## src/rtl/sim_run_ctrl.sv

```systemverilog
// sim_run_ctrl
//   Run controller for the pipelined RV32 core. Holds the core in reset for a
//   fixed number of cycles after controller reset, then lets it run while
//   watching for end-of-test: a tohost mailbox write (pass/fail), a global
//   timeout, or a retire stall (hang). The first terminal condition is latched
//   and kept until the next rst, together with cycle and retired-instruction
//   counters frozen at their last RUN values.
//
// Ports
//   clk, rst          system clock, synchronous active-high reset
//   core_rst          registered active-high reset to the core
//   retire_valid      one pulse per retired instruction
//   mem_wr_en/addr/data  snooped data-memory write port
//   done              any terminal state reached (sticky)
//   pass/fail/timeout/hang  individual terminal flags (sticky, one-hot)
//   fail_code         upper DATA_WIDTH-1 bits of the failing tohost value
//   state             FSM state: 0 HOLD, 1 RUN, 2 PASS, 3 FAIL, 4 TIMEOUT, 5 HANG
//   cycle_count       RUN cycles elapsed (saturating)
//   instret_count     retire pulses seen in RUN (saturating)
module sim_run_ctrl #(
  parameter int                    ADDR_WIDTH     = 32,
  parameter int                    DATA_WIDTH     = 32,
  parameter logic [ADDR_WIDTH-1:0] TOHOST_ADDR    = 32'h0000_1000,
  parameter int                    RESET_CYCLES   = 2,
  parameter int                    TIMEOUT_CYCLES = 100000,
  parameter int                    STALL_LIMIT    = 64,
  parameter int                    CNT_WIDTH      = 32
) (
  input  logic                  clk,
  input  logic                  rst,
  output logic                  core_rst,
  input  logic                  retire_valid,
  input  logic                  mem_wr_en,
  input  logic [ADDR_WIDTH-1:0] mem_wr_addr,
  input  logic [DATA_WIDTH-1:0] mem_wr_data,
  output logic                  done,
  output logic                  pass,
  output logic                  fail,
  output logic                  timeout,
  output logic                  hang,
  output logic [DATA_WIDTH-2:0] fail_code,
  output logic [2:0]            state,
  output logic [CNT_WIDTH-1:0]  cycle_count,
  output logic [CNT_WIDTH-1:0]  instret_count
);

  typedef enum logic [2:0] {
    ST_HOLD    = 3'd0,
    ST_RUN     = 3'd1,
    ST_PASS    = 3'd2,
    ST_FAIL    = 3'd3,
    ST_TIMEOUT = 3'd4,
    ST_HANG    = 3'd5
  } state_e;

  localparam int HOLD_W  = (RESET_CYCLES > 1) ? $clog2(RESET_CYCLES) : 1;
  localparam int STALL_W = (STALL_LIMIT > 1) ? $clog2(STALL_LIMIT) : 1;

  localparam logic [HOLD_W-1:0]    HOLD_LAST    = HOLD_W'(RESET_CYCLES - 1);
  localparam logic [STALL_W-1:0]   STALL_LAST   = STALL_W'((STALL_LIMIT > 0) ? STALL_LIMIT - 1 : 0);
  localparam logic [CNT_WIDTH-1:0] TIMEOUT_LAST = CNT_WIDTH'(TIMEOUT_CYCLES - 1);
  localparam logic [CNT_WIDTH-1:0] CNT_MAX      = '1;
  localparam logic [DATA_WIDTH-1:0] DATA_ONE    = DATA_WIDTH'(1);

  state_e                state_q, state_d;
  logic [HOLD_W-1:0]     hold_q, hold_d;
  logic [STALL_W-1:0]    stall_q, stall_d;
  logic [CNT_WIDTH-1:0]  cycle_q, cycle_d;
  logic [CNT_WIDTH-1:0]  instret_q, instret_d;
  logic [DATA_WIDTH-2:0] fail_code_q, fail_code_d;
  logic                  core_rst_q, core_rst_d;
  logic                  done_q, done_d;
  logic                  pass_q, pass_d;
  logic                  fail_q, fail_d;
  logic                  timeout_q, timeout_d;
  logic                  hang_q, hang_d;
  logic                  tohost_hit;

  // Next-state and counter logic. Terminal states hold everything, so the
  // counters keep the value written on the last RUN edge (which itself still
  // counts, e.g. a retire coinciding with the pass write).
  always_comb begin
    state_d     = state_q;
    hold_d      = hold_q;
    stall_d     = stall_q;
    cycle_d     = cycle_q;
    instret_d   = instret_q;
    fail_code_d = fail_code_q;
    tohost_hit  = mem_wr_en && (mem_wr_addr == TOHOST_ADDR);

    case (state_q)
      ST_HOLD: begin
        if (hold_q == HOLD_LAST) begin
          state_d = ST_RUN;
        end else begin
          hold_d = hold_q + HOLD_W'(1);
        end
      end

      ST_RUN: begin
        if (cycle_q != CNT_MAX) begin
          cycle_d = cycle_q + CNT_WIDTH'(1);
        end
        if (retire_valid && (instret_q != CNT_MAX)) begin
          instret_d = instret_q + CNT_WIDTH'(1);
        end
        if (STALL_LIMIT > 0) begin
          if (retire_valid) begin
            stall_d = '0;
          end else if (stall_q != STALL_LAST) begin
            stall_d = stall_q + STALL_W'(1);
          end
        end

        // Priority: tohost write, then timeout, then hang.
        if (tohost_hit && (mem_wr_data == DATA_ONE)) begin
          state_d = ST_PASS;
        end else if (tohost_hit && mem_wr_data[0]) begin
          state_d     = ST_FAIL;
          fail_code_d = mem_wr_data[DATA_WIDTH-1:1];
        end else if (cycle_q == TIMEOUT_LAST) begin
          state_d = ST_TIMEOUT;
        end else if ((STALL_LIMIT > 0) && !retire_valid && (stall_q == STALL_LAST)) begin
          state_d = ST_HANG;
        end
      end

      ST_PASS, ST_FAIL, ST_TIMEOUT, ST_HANG: begin
        state_d = state_q;
      end

      default: begin
        state_d = ST_HOLD;
      end
    endcase

    // Outputs are decoded from the next state so they land in flops
    // alongside the state register.
    core_rst_d = (state_d == ST_HOLD);
    pass_d     = (state_d == ST_PASS);
    fail_d     = (state_d == ST_FAIL);
    timeout_d  = (state_d == ST_TIMEOUT);
    hang_d     = (state_d == ST_HANG);
    done_d     = pass_d || fail_d || timeout_d || hang_d;
  end

  always_ff @(posedge clk) begin
    if (rst) begin
      state_q     <= ST_HOLD;
      hold_q      <= '0;
      stall_q     <= '0;
      cycle_q     <= '0;
      instret_q   <= '0;
      fail_code_q <= '0;
      core_rst_q  <= 1'b1;
      done_q      <= 1'b0;
      pass_q      <= 1'b0;
      fail_q      <= 1'b0;
      timeout_q   <= 1'b0;
      hang_q      <= 1'b0;
    end else begin
      state_q     <= state_d;
      hold_q      <= hold_d;
      stall_q     <= stall_d;
      cycle_q     <= cycle_d;
      instret_q   <= instret_d;
      fail_code_q <= fail_code_d;
      core_rst_q  <= core_rst_d;
      done_q      <= done_d;
      pass_q      <= pass_d;
      fail_q      <= fail_d;
      timeout_q   <= timeout_d;
      hang_q      <= hang_d;
    end
  end

  assign state         = state_q;
  assign core_rst      = core_rst_q;
  assign done          = done_q;
  assign pass          = pass_q;
  assign fail          = fail_q;
  assign timeout       = timeout_q;
  assign hang          = hang_q;
  assign fail_code     = fail_code_q;
  assign cycle_count   = cycle_q;
  assign instret_count = instret_q;

endmodule

```

## config.mk

```make
export PLATFORM = sky130hd
export DESIGN_NAME = sim_run_ctrl
export DESIGN_NICKNAME = d
export VERILOG_FILES = /design/src/rtl/sim_run_ctrl.sv
export SDC_FILE = /design/constraint.sdc
export NUM_CORES = 1
export LEC_CHECK = 0
export ABC_AREA = 1
export BUFFER_PORTS_ARGS = -buffer_cell sky130_fd_sc_hd__clkbuf_2
export CAP_MARGIN = 30
export CORE_ASPECT_RATIO = 0.7
export CORE_MARGIN = 2
export CORE_UTILIZATION = 50
export CTS_CLUSTER_SIZE = 8
export DETAILED_ROUTE_END_ITERATION = 10
export PLACE_DENSITY = 0.78
export SYNTH_ARGS = -nofsm -noshare
export SYNTH_HDL_FRONTEND = slang
export SYNTH_SLANG_ARGS = --single-unit
export TNS_END_PERCENT = 100
```

## constraint.sdc

```tcl
create_clock -name clk -period 2.4 [get_ports clk]
set_input_delay 0.12 -clock clk [delete_from_list [all_inputs] [get_ports clk]]
set_output_delay 0.12 -clock clk [all_outputs]
set_load 0.01 [all_outputs]
```

==> results.cfg, run 1 <==
[placement]
placed_cells_incl_taps = 1212
place.detailed.hpwl_mm = 12.3
place.port_buffers = 171
place.gp.congestion = 0.929
placement.setup.worst_slack_ns = 0.264

[timing]
layout_worst_path_cycle_share = 0.904
final_worst_path_period_need_ns = 2.17
maxSlewHeadroom = 0.478
fmax_mhz = 461
timing.final.ws_setup_ns = 0.231
slew_violations = 0
rsz0062_at_grt = false
max_slew.worst_pin.slew_ns = 0.783
fin_setup_tns_ns = 0
timing.final.setup_violations = 0
finalClockSkew_ns = 0.00727
final_hold_viol_count = 0

[die]
start_util = 0.518
row_count = 32
boundaryPins = 172
dieWidth_um = 132
dieArea_sq_mm = 0.0124
floorplan.die.height_um = 93.9
core-area_sq_mm = 0.0111

[finish]
post_route_cells_drive_above_1_share = 0.203
layout-area-overhead-vs-synth_pct = 23.8
layout.cells.most_common_list = 205 x sky130_fd_sc_hd__nor2_1, 189 x sky130_fd_sc_hd__nand2_1, 171 x sky130_fd_sc_hd__clkbuf_2, 111 x sky130_fd_sc_hd__dfxtp_1, 86 x sky130_fd_sc_hd__inv_1
stdcell_count = 1232
antenna_cells_inserted = 0
layout_commonest_cell = sky130_fd_sc_hd__nor2_1
fin_util = 0.642
finish.net_count = 1148

[global_route]
grt_pass1_wl_mm = 27.1
grt_max_degree = 37
initial_antenna_violation_count = 0
groute.usage.overall = 0.266
globalRouteOverflowTotal = 0
first_global_vias = 5743

[clock_network]
clk_path_buf_depth = 2
clock-sinks = 111
tritoncts.num_buffers = 9
tritoncts = built
htree_num_levels = 3
clkTransAtPathRegs_ns = 0.08
clk_lat_worst_skew_ns = 0.35
root_buffer = sky130_fd_sc_hd__clkbuf_16
cts_repair_resize_count = 0

[critical_path]
largest_fanout_of_any_net_on_the_critical_path = 23
data_required_time_at_the_worst_endpoint_ns = 2.64
reg2reg_to = cycle_count[8]
endpoint_kind = register
start_kind = register
r2r_setup_slack_ns = 0.23
cp_cell_sequence = ha_1, nand2_1, nor2_1, nand2_1, nor2_1, nand2_1, nand2_2, inv_2, nand2_1, o21ai_0, nand2_1, nor2_1
setup.worst_path.class = reg -> reg
regToRegStartpoint = cycle_count[0]
critPathTopFamily = simple AND/OR/NAND/NOR gates
path_buf_inv = 1
arrival_ns = 2.41
critical-path-top-cell-by-count = sky130_fd_sc_hd__nand2_1
timing.critical_path.slowest_stage_cell = sky130_fd_sc_hd__dfxtp_1
worstRegToRegCells = 12
cpPeakStageDelay_ns = 0.41

[power_and_ir_drop]
power.static_leakage_nw = 3.13
peakVddDrop_mv = 0.437
powerDensity_mw_per_mm2 = 494

[flow_run]
cap_viol_max_count = 0

[synthesis]
netlist_instances = 896
synthesized_area_per_cell_sq_um = 6.44
synth_seq_cells = 111
synth_area_sq_mm = 0.00577
yosysUniqueCellTypes = 34
syn_nets = 970
number_of_warnings_printed_during_yosys_synthesis = 0
synth-seq-area-share = 0.385

[drt]
via_density_per_instance = 5.07
drt_first_iter_violations = 531
detail-route-antenna-nets = 0
first_pass_detailed_route_iteration_total = 5
routed_wire_length_per_instance_um = 13.0
detail_route.wirelength_mm = 16.0
detail_route.drc_violations = 0
vias = 6245

[min_path]
timing.hold.worst_endpoint = fail_code[27]
holdCritPathClass = in -> reg
hp-start = mem_wr_data[28]
worst_hold_path.num_cells = 3

[outcome]
outcome = complete, no violations
## worst min-delay path, cell delays in order
cell and delay, ns:
sky130_fd_sc_hd__clkbuf_2 0.08, sky130_fd_sc_hd__nor2_1 0.04, sky130_fd_sc_hd__nor2_1 0.09
## cells by family (layout without fill, tap and decap cells)
kind of cell	count (synthesis)	count (layout)	synth area share
simple gates	516	516	0.377
buf+inv	115	298	0.0792
fa+ha+maj	6	6	0.0130
compound gates	127	127	0.113
flops	111	111	0.385
xor+xnor	21	21	0.0319
## routing by layer
layer	global-route usage	part of all wire	vias to the layer above
met4	0.0645	0.014	0
met1	0.377	0.48	2755
met5	0	0	-
li1	-	-	3237
met2	0.403	0.41	234
met3	0.0723	0.091	19
## flip-flops by register name, summed over array words and instances (netlist names)
name / cells
instret_count: 32
timeout: 1
state: 3
stall_q: 6
fail: 1
core_rst: 1
done: 1
hold_q: 1
fail_code: 31
pass: 1
hang: 1
cycle_count: 32
## synth_stat cells
cell type,n,area share
sky130_fd_sc_hd__xnor2_1,4,0.0061
sky130_fd_sc_hd__o21ai_0,60,0.052
sky130_fd_sc_hd__clkbuf_1,12,0.0078
sky130_fd_sc_hd__nor2_4,2,0.0039
sky130_fd_sc_hd__or2_0,1,0.0011
sky130_fd_sc_hd__xor2_1,17,0.026
sky130_fd_sc_hd__nand2_2,5,0.0054
sky130_fd_sc_hd__a21oi_1,57,0.049
sky130_fd_sc_hd__nor4_1,4,0.0043
sky130_fd_sc_hd__and2_0,1,0.0011
sky130_fd_sc_hd__dfxtp_1,111,0.39
sky130_fd_sc_hd__o21bai_1,2,0.0026
sky130_fd_sc_hd__a21boi_0,1,0.0013
sky130_fd_sc_hd__a31oi_1,2,0.0022
sky130_fd_sc_hd__buf_1,2,0.0013
sky130_fd_sc_hd__nor3_2,3,0.0052
sky130_fd_sc_hd__buf_2,8,0.0069
sky130_fd_sc_hd__ha_1,6,0.013
sky130_fd_sc_hd__nand2_1,189,0.12
sky130_fd_sc_hd__inv_2,4,0.0026
sky130_fd_sc_hd__inv_1,87,0.057
sky130_fd_sc_hd__buf_6,2,0.0039
sky130_fd_sc_hd__nand3_1,33,0.029
sky130_fd_sc_hd__a211oi_1,2,0.0026
sky130_fd_sc_hd__nor3b_1,3,0.0039
sky130_fd_sc_hd__o22ai_1,1,0.0011
sky130_fd_sc_hd__o21ai_1,1,0.00087
sky130_fd_sc_hd__nor3_1,43,0.037
sky130_fd_sc_hd__nor2_2,3,0.0033
sky130_fd_sc_hd__nand4_1,19,0.021
sky130_fd_sc_hd__o21a_1,1,0.0013
sky130_fd_sc_hd__and3_1,2,0.0022
sky130_fd_sc_hd__nand3b_1,3,0.0039
sky130_fd_sc_hd__nor2_1,205,0.13
## how the worst max path moves through the flow
stage / to / start / cells after the start / slack, ns
after floorplan: cycle_count[24] / cycle_count[0] / 11 / 0.61
after global placement: cycle_count[23] / cycle_count[0] / 11 / 0.39
after detailed placement: cycle_count[8] / cycle_count[0] / 12 / 0.26
after CTS: cycle_count[8] / cycle_count[0] / 12 / 0.25
after global routing: instret_count[16] / instret_count[26] / 12 / 0.002
final: cycle_count[8] / cycle_count[0] / 12 / 0.23
## final cells by class
class | instances | area [sq um]
Clock inverter | 6 | 51.3
Tap cell | 153 | 191
Timing Repair Buffer | 191 | 1020
Fill cell | 1061 | 3990
Inverter | 91 | 342
Sequential cell | 111 | 2220
Multi-Input combinational cell | 670 | 3090
Clock buffer | 10 | 229
## per-stage QoR
step | hold WS [ns] | area, sq um | total power [mW]
floorplan | 0.255 | 5770 | 2.02
global placement | 0.364 | 6820 | 2.12
detailed placement | 0.368 | 6820 | 2.12
CTS | 0.000556 | 7140 | 3.55
global route | 0.0169 | 7140 | 3.66
finish | 0.00839 | 7140 | 3.52
## power by group
part	total (mW)	internal, mW	switching, mW	leakage (nW)
combinational	0.224	0.0897	0.134	2.09
sequential	1.86	1.85	0.00834	0.895
clock	1.44	0.723	0.718	0.139
total	3.52	2.66	0.861	3.13
## repair_timing
| item | CTS | global route |
|---|---|---|
| hold buffers | 4 | 0 |
| buffers inserted | 0 | 0 |
| hold endpoints to repair | 4 | 0 |
Power figures use the tool's default switching activity.
==> run 2: changes to the inputs <==
==> constraint.sdc (replaced) <==
create_clock -name clk -period 2.2 [get_ports clk]
set_input_delay 0.11 -clock clk [delete_from_list [all_inputs] [get_ports clk]]
set_output_delay 0.11 -clock clk [all_outputs]
set_load 0.01 [all_outputs]
==> results.cfg, run 2 (synthesis results as in run 1) <==
[outcome]
outcome = complete, no violations

[critical_path]
arrival_ns = 2.28
reg2reg_to = instret_count[28]
regToRegStartpoint = instret_count[1]
timing.critical_path.slowest_stage_cell = sky130_fd_sc_hd__dfxtp_1
setup.worst_path.class = reg -> reg
critPathTopFamily = simple AND/OR/NAND/NOR gates
data_required_time_at_the_worst_endpoint_ns = 2.48
start_kind = register
cpPeakStageDelay_ns = 0.39
largest_fanout_of_any_net_on_the_critical_path = 10
path_buf_inv = 1
r2r_setup_slack_ns = 0.20
cp_cell_sequence = ha_1, nand2_1, nor3_1, nand3_1, nor2_1, nand2_1, nand2_4, buf_4, nor2_1, nand2_1, nor2_1, nor3_1
worstRegToRegCells = 12
endpoint_kind = register

[drt]
detail_route.drc_violations = 0
routed_wire_length_per_instance_um = 13.5
first_pass_detailed_route_iteration_total = 6
via_density_per_instance = 5.14
drt_first_iter_violations = 553
vias = 6516
detail_route.wirelength_mm = 17.1
detail-route-antenna-nets = 0

[global_route]
grt_max_degree = 37
groute.usage.overall = 0.280
globalRouteOverflowTotal = 0
initial_antenna_violation_count = 0
first_global_vias = 6074
grt_pass1_wl_mm = 28.4

[die]
boundaryPins = 172
start_util = 0.518
dieArea_sq_mm = 0.0124
core-area_sq_mm = 0.0111
dieWidth_um = 132
row_count = 32
floorplan.die.height_um = 93.9

[clock_network]
root_buffer = sky130_fd_sc_hd__clkbuf_16
htree_num_levels = 3
clkTransAtPathRegs_ns = 0.08
tritoncts.num_buffers = 9
clk_path_buf_depth = 2
clk_lat_worst_skew_ns = 0.36
cts_post_setup_buffers_inserted = 0
clock-sinks = 111
tritoncts = built

[placement]
place.port_buffers = 171
place.gp.congestion = 0.923
placed_cells_incl_taps = 1224
place.detailed.hpwl_mm = 12.3
placement.setup.worst_slack_ns = 0.0936

[timing]
fmax_mhz = 499
maxSlewHeadroom = 0.659
layout_worst_path_cycle_share = 0.910
final_hold_viol_count = 0
fin_setup_tns_ns = 0
timing.final.setup_violations = 0
rsz0062_at_grt = true
timing.final.ws_setup_ns = 0.197
final_worst_path_period_need_ns = 2.00
slew_violations = 0
hold_slack_ns = 0.0113
finalClockSkew_ns = 0.00884
max_slew.worst_pin.slew_ns = 0.508

[min_path]
hp-start = mem_wr_data[16]
worst_hold_path.num_cells = 3
timing.hold.worst_endpoint = fail_code[15]
holdCritPathClass = in -> reg

[finish]
layout_commonest_cell = sky130_fd_sc_hd__nor2_1
antenna_cells_inserted = 0
finish.net_count = 1183
post_route_cells_drive_above_1_share = 0.214
layout-area-overhead-vs-synth_pct = 30.9
layout.cells.most_common_list = 202 x sky130_fd_sc_hd__nor2_1, 189 x sky130_fd_sc_hd__nand2_1, 171 x sky130_fd_sc_hd__clkbuf_2, 110 x sky130_fd_sc_hd__dfxtp_1, 86 x sky130_fd_sc_hd__inv_1
stdcell_count = 1267

[power_and_ir_drop]
peakVddDrop_mv = 0.470
power.static_leakage_nw = 3.31
powerDensity_mw_per_mm2 = 534

[flow_run]
cap_viol_max_count = 0
run 2: changes by cell type in the layout (fill, tap and decap cells not counted), sizes merged:
cell	delta
dlygate4sd3	+23
inv	-1
bufinv	+1
clkbuf	-1
clkinvlp	+1
buf	+12
run 2: layout make-up:
| class | count | area, sq um |
|---|---|---|
| Timing Repair Buffer | 226 | 1360 |
| Sequential cell | 111 | 2220 |
| Clock buffer | 9 | 225 |
| Clock inverter | 7 | 90.1 |
| Tap cell | 153 | 191 |
| Multi-Input combinational cell | 670 | 3120 |
| Fill cell | 1017 | 3580 |
| Inverter | 91 | 344 |
run 2: timing repair:
| action | CTS | global route |
|---|---|---|
| endpoints found under the setup margin | 0 | 27 |
| hold buffers | 26 | 1 |
| resized for setup | 0 | 10 |
| endpoints found under the hold margin | 26 | 1 |
run 2: how the worst max path moves through the flow:
| stage | end | from | depth (start not counted) | slack, ns |
|---|---|---|---|---|
| 2_1_floorplan | cycle_count[24] | cycle_count[0] | 11 | 0.41 |
| 3_3_place_gp | cycle_count[23] | cycle_count[0] | 11 | 0.22 |
| 3_5_place_dp | cycle_count[23] | cycle_count[0] | 11 | 0.09 |
| 4_1_cts | cycle_count[23] | cycle_count[0] | 11 | 0.07 |
| 5_1_grt | instret_count[7] | instret_count[0] | 11 | -0.006 |
| 6_report | instret_count[28] | instret_count[1] | 12 | 0.20 |
run 2: report_power, final:
group	internal [mW]	leakage [nW]	switching, mW
Clock	0.910	0.152	0.805
Combinational	0.132	2.26	0.158
Sequential	2.02	0.895	0.0103
run 2: worst min-delay path: cells and delay by family:
| kind | cells | cell delay, ns |
|---|---|---|
| and+or+nand+nor | 2 | 0.13 |
| buffers and inverters | 1 | 0.09 |
run 2: stage by stage:
stage / instance area (sq um) / total power, mW / util
2_1_floorplan: 5770 / 2.20 / -
3_3_place_gp: 6940 / 2.32 / 0.623
3_5_place_dp: 6940 / 2.32 / 0.623
4_1_cts: 7510 / 4.05 / 0.675
5_1_grt: 7550 / 4.20 / 0.679
6_report: 7550 / 4.03 / 0.679
run 2: routing by layer:
| layer | track usage | share of wire | routed length (um) |
|---|---|---|---|
| met5 | 0 | 0 | 0 |
| met4 | 0.0789 | 0.018 | 315 |
| met3 | 0.0712 | 0.089 | 1520 |
| met2 | 0.443 | 0.43 | 7380 |
| met1 | 0.380 | 0.46 | 7860 |
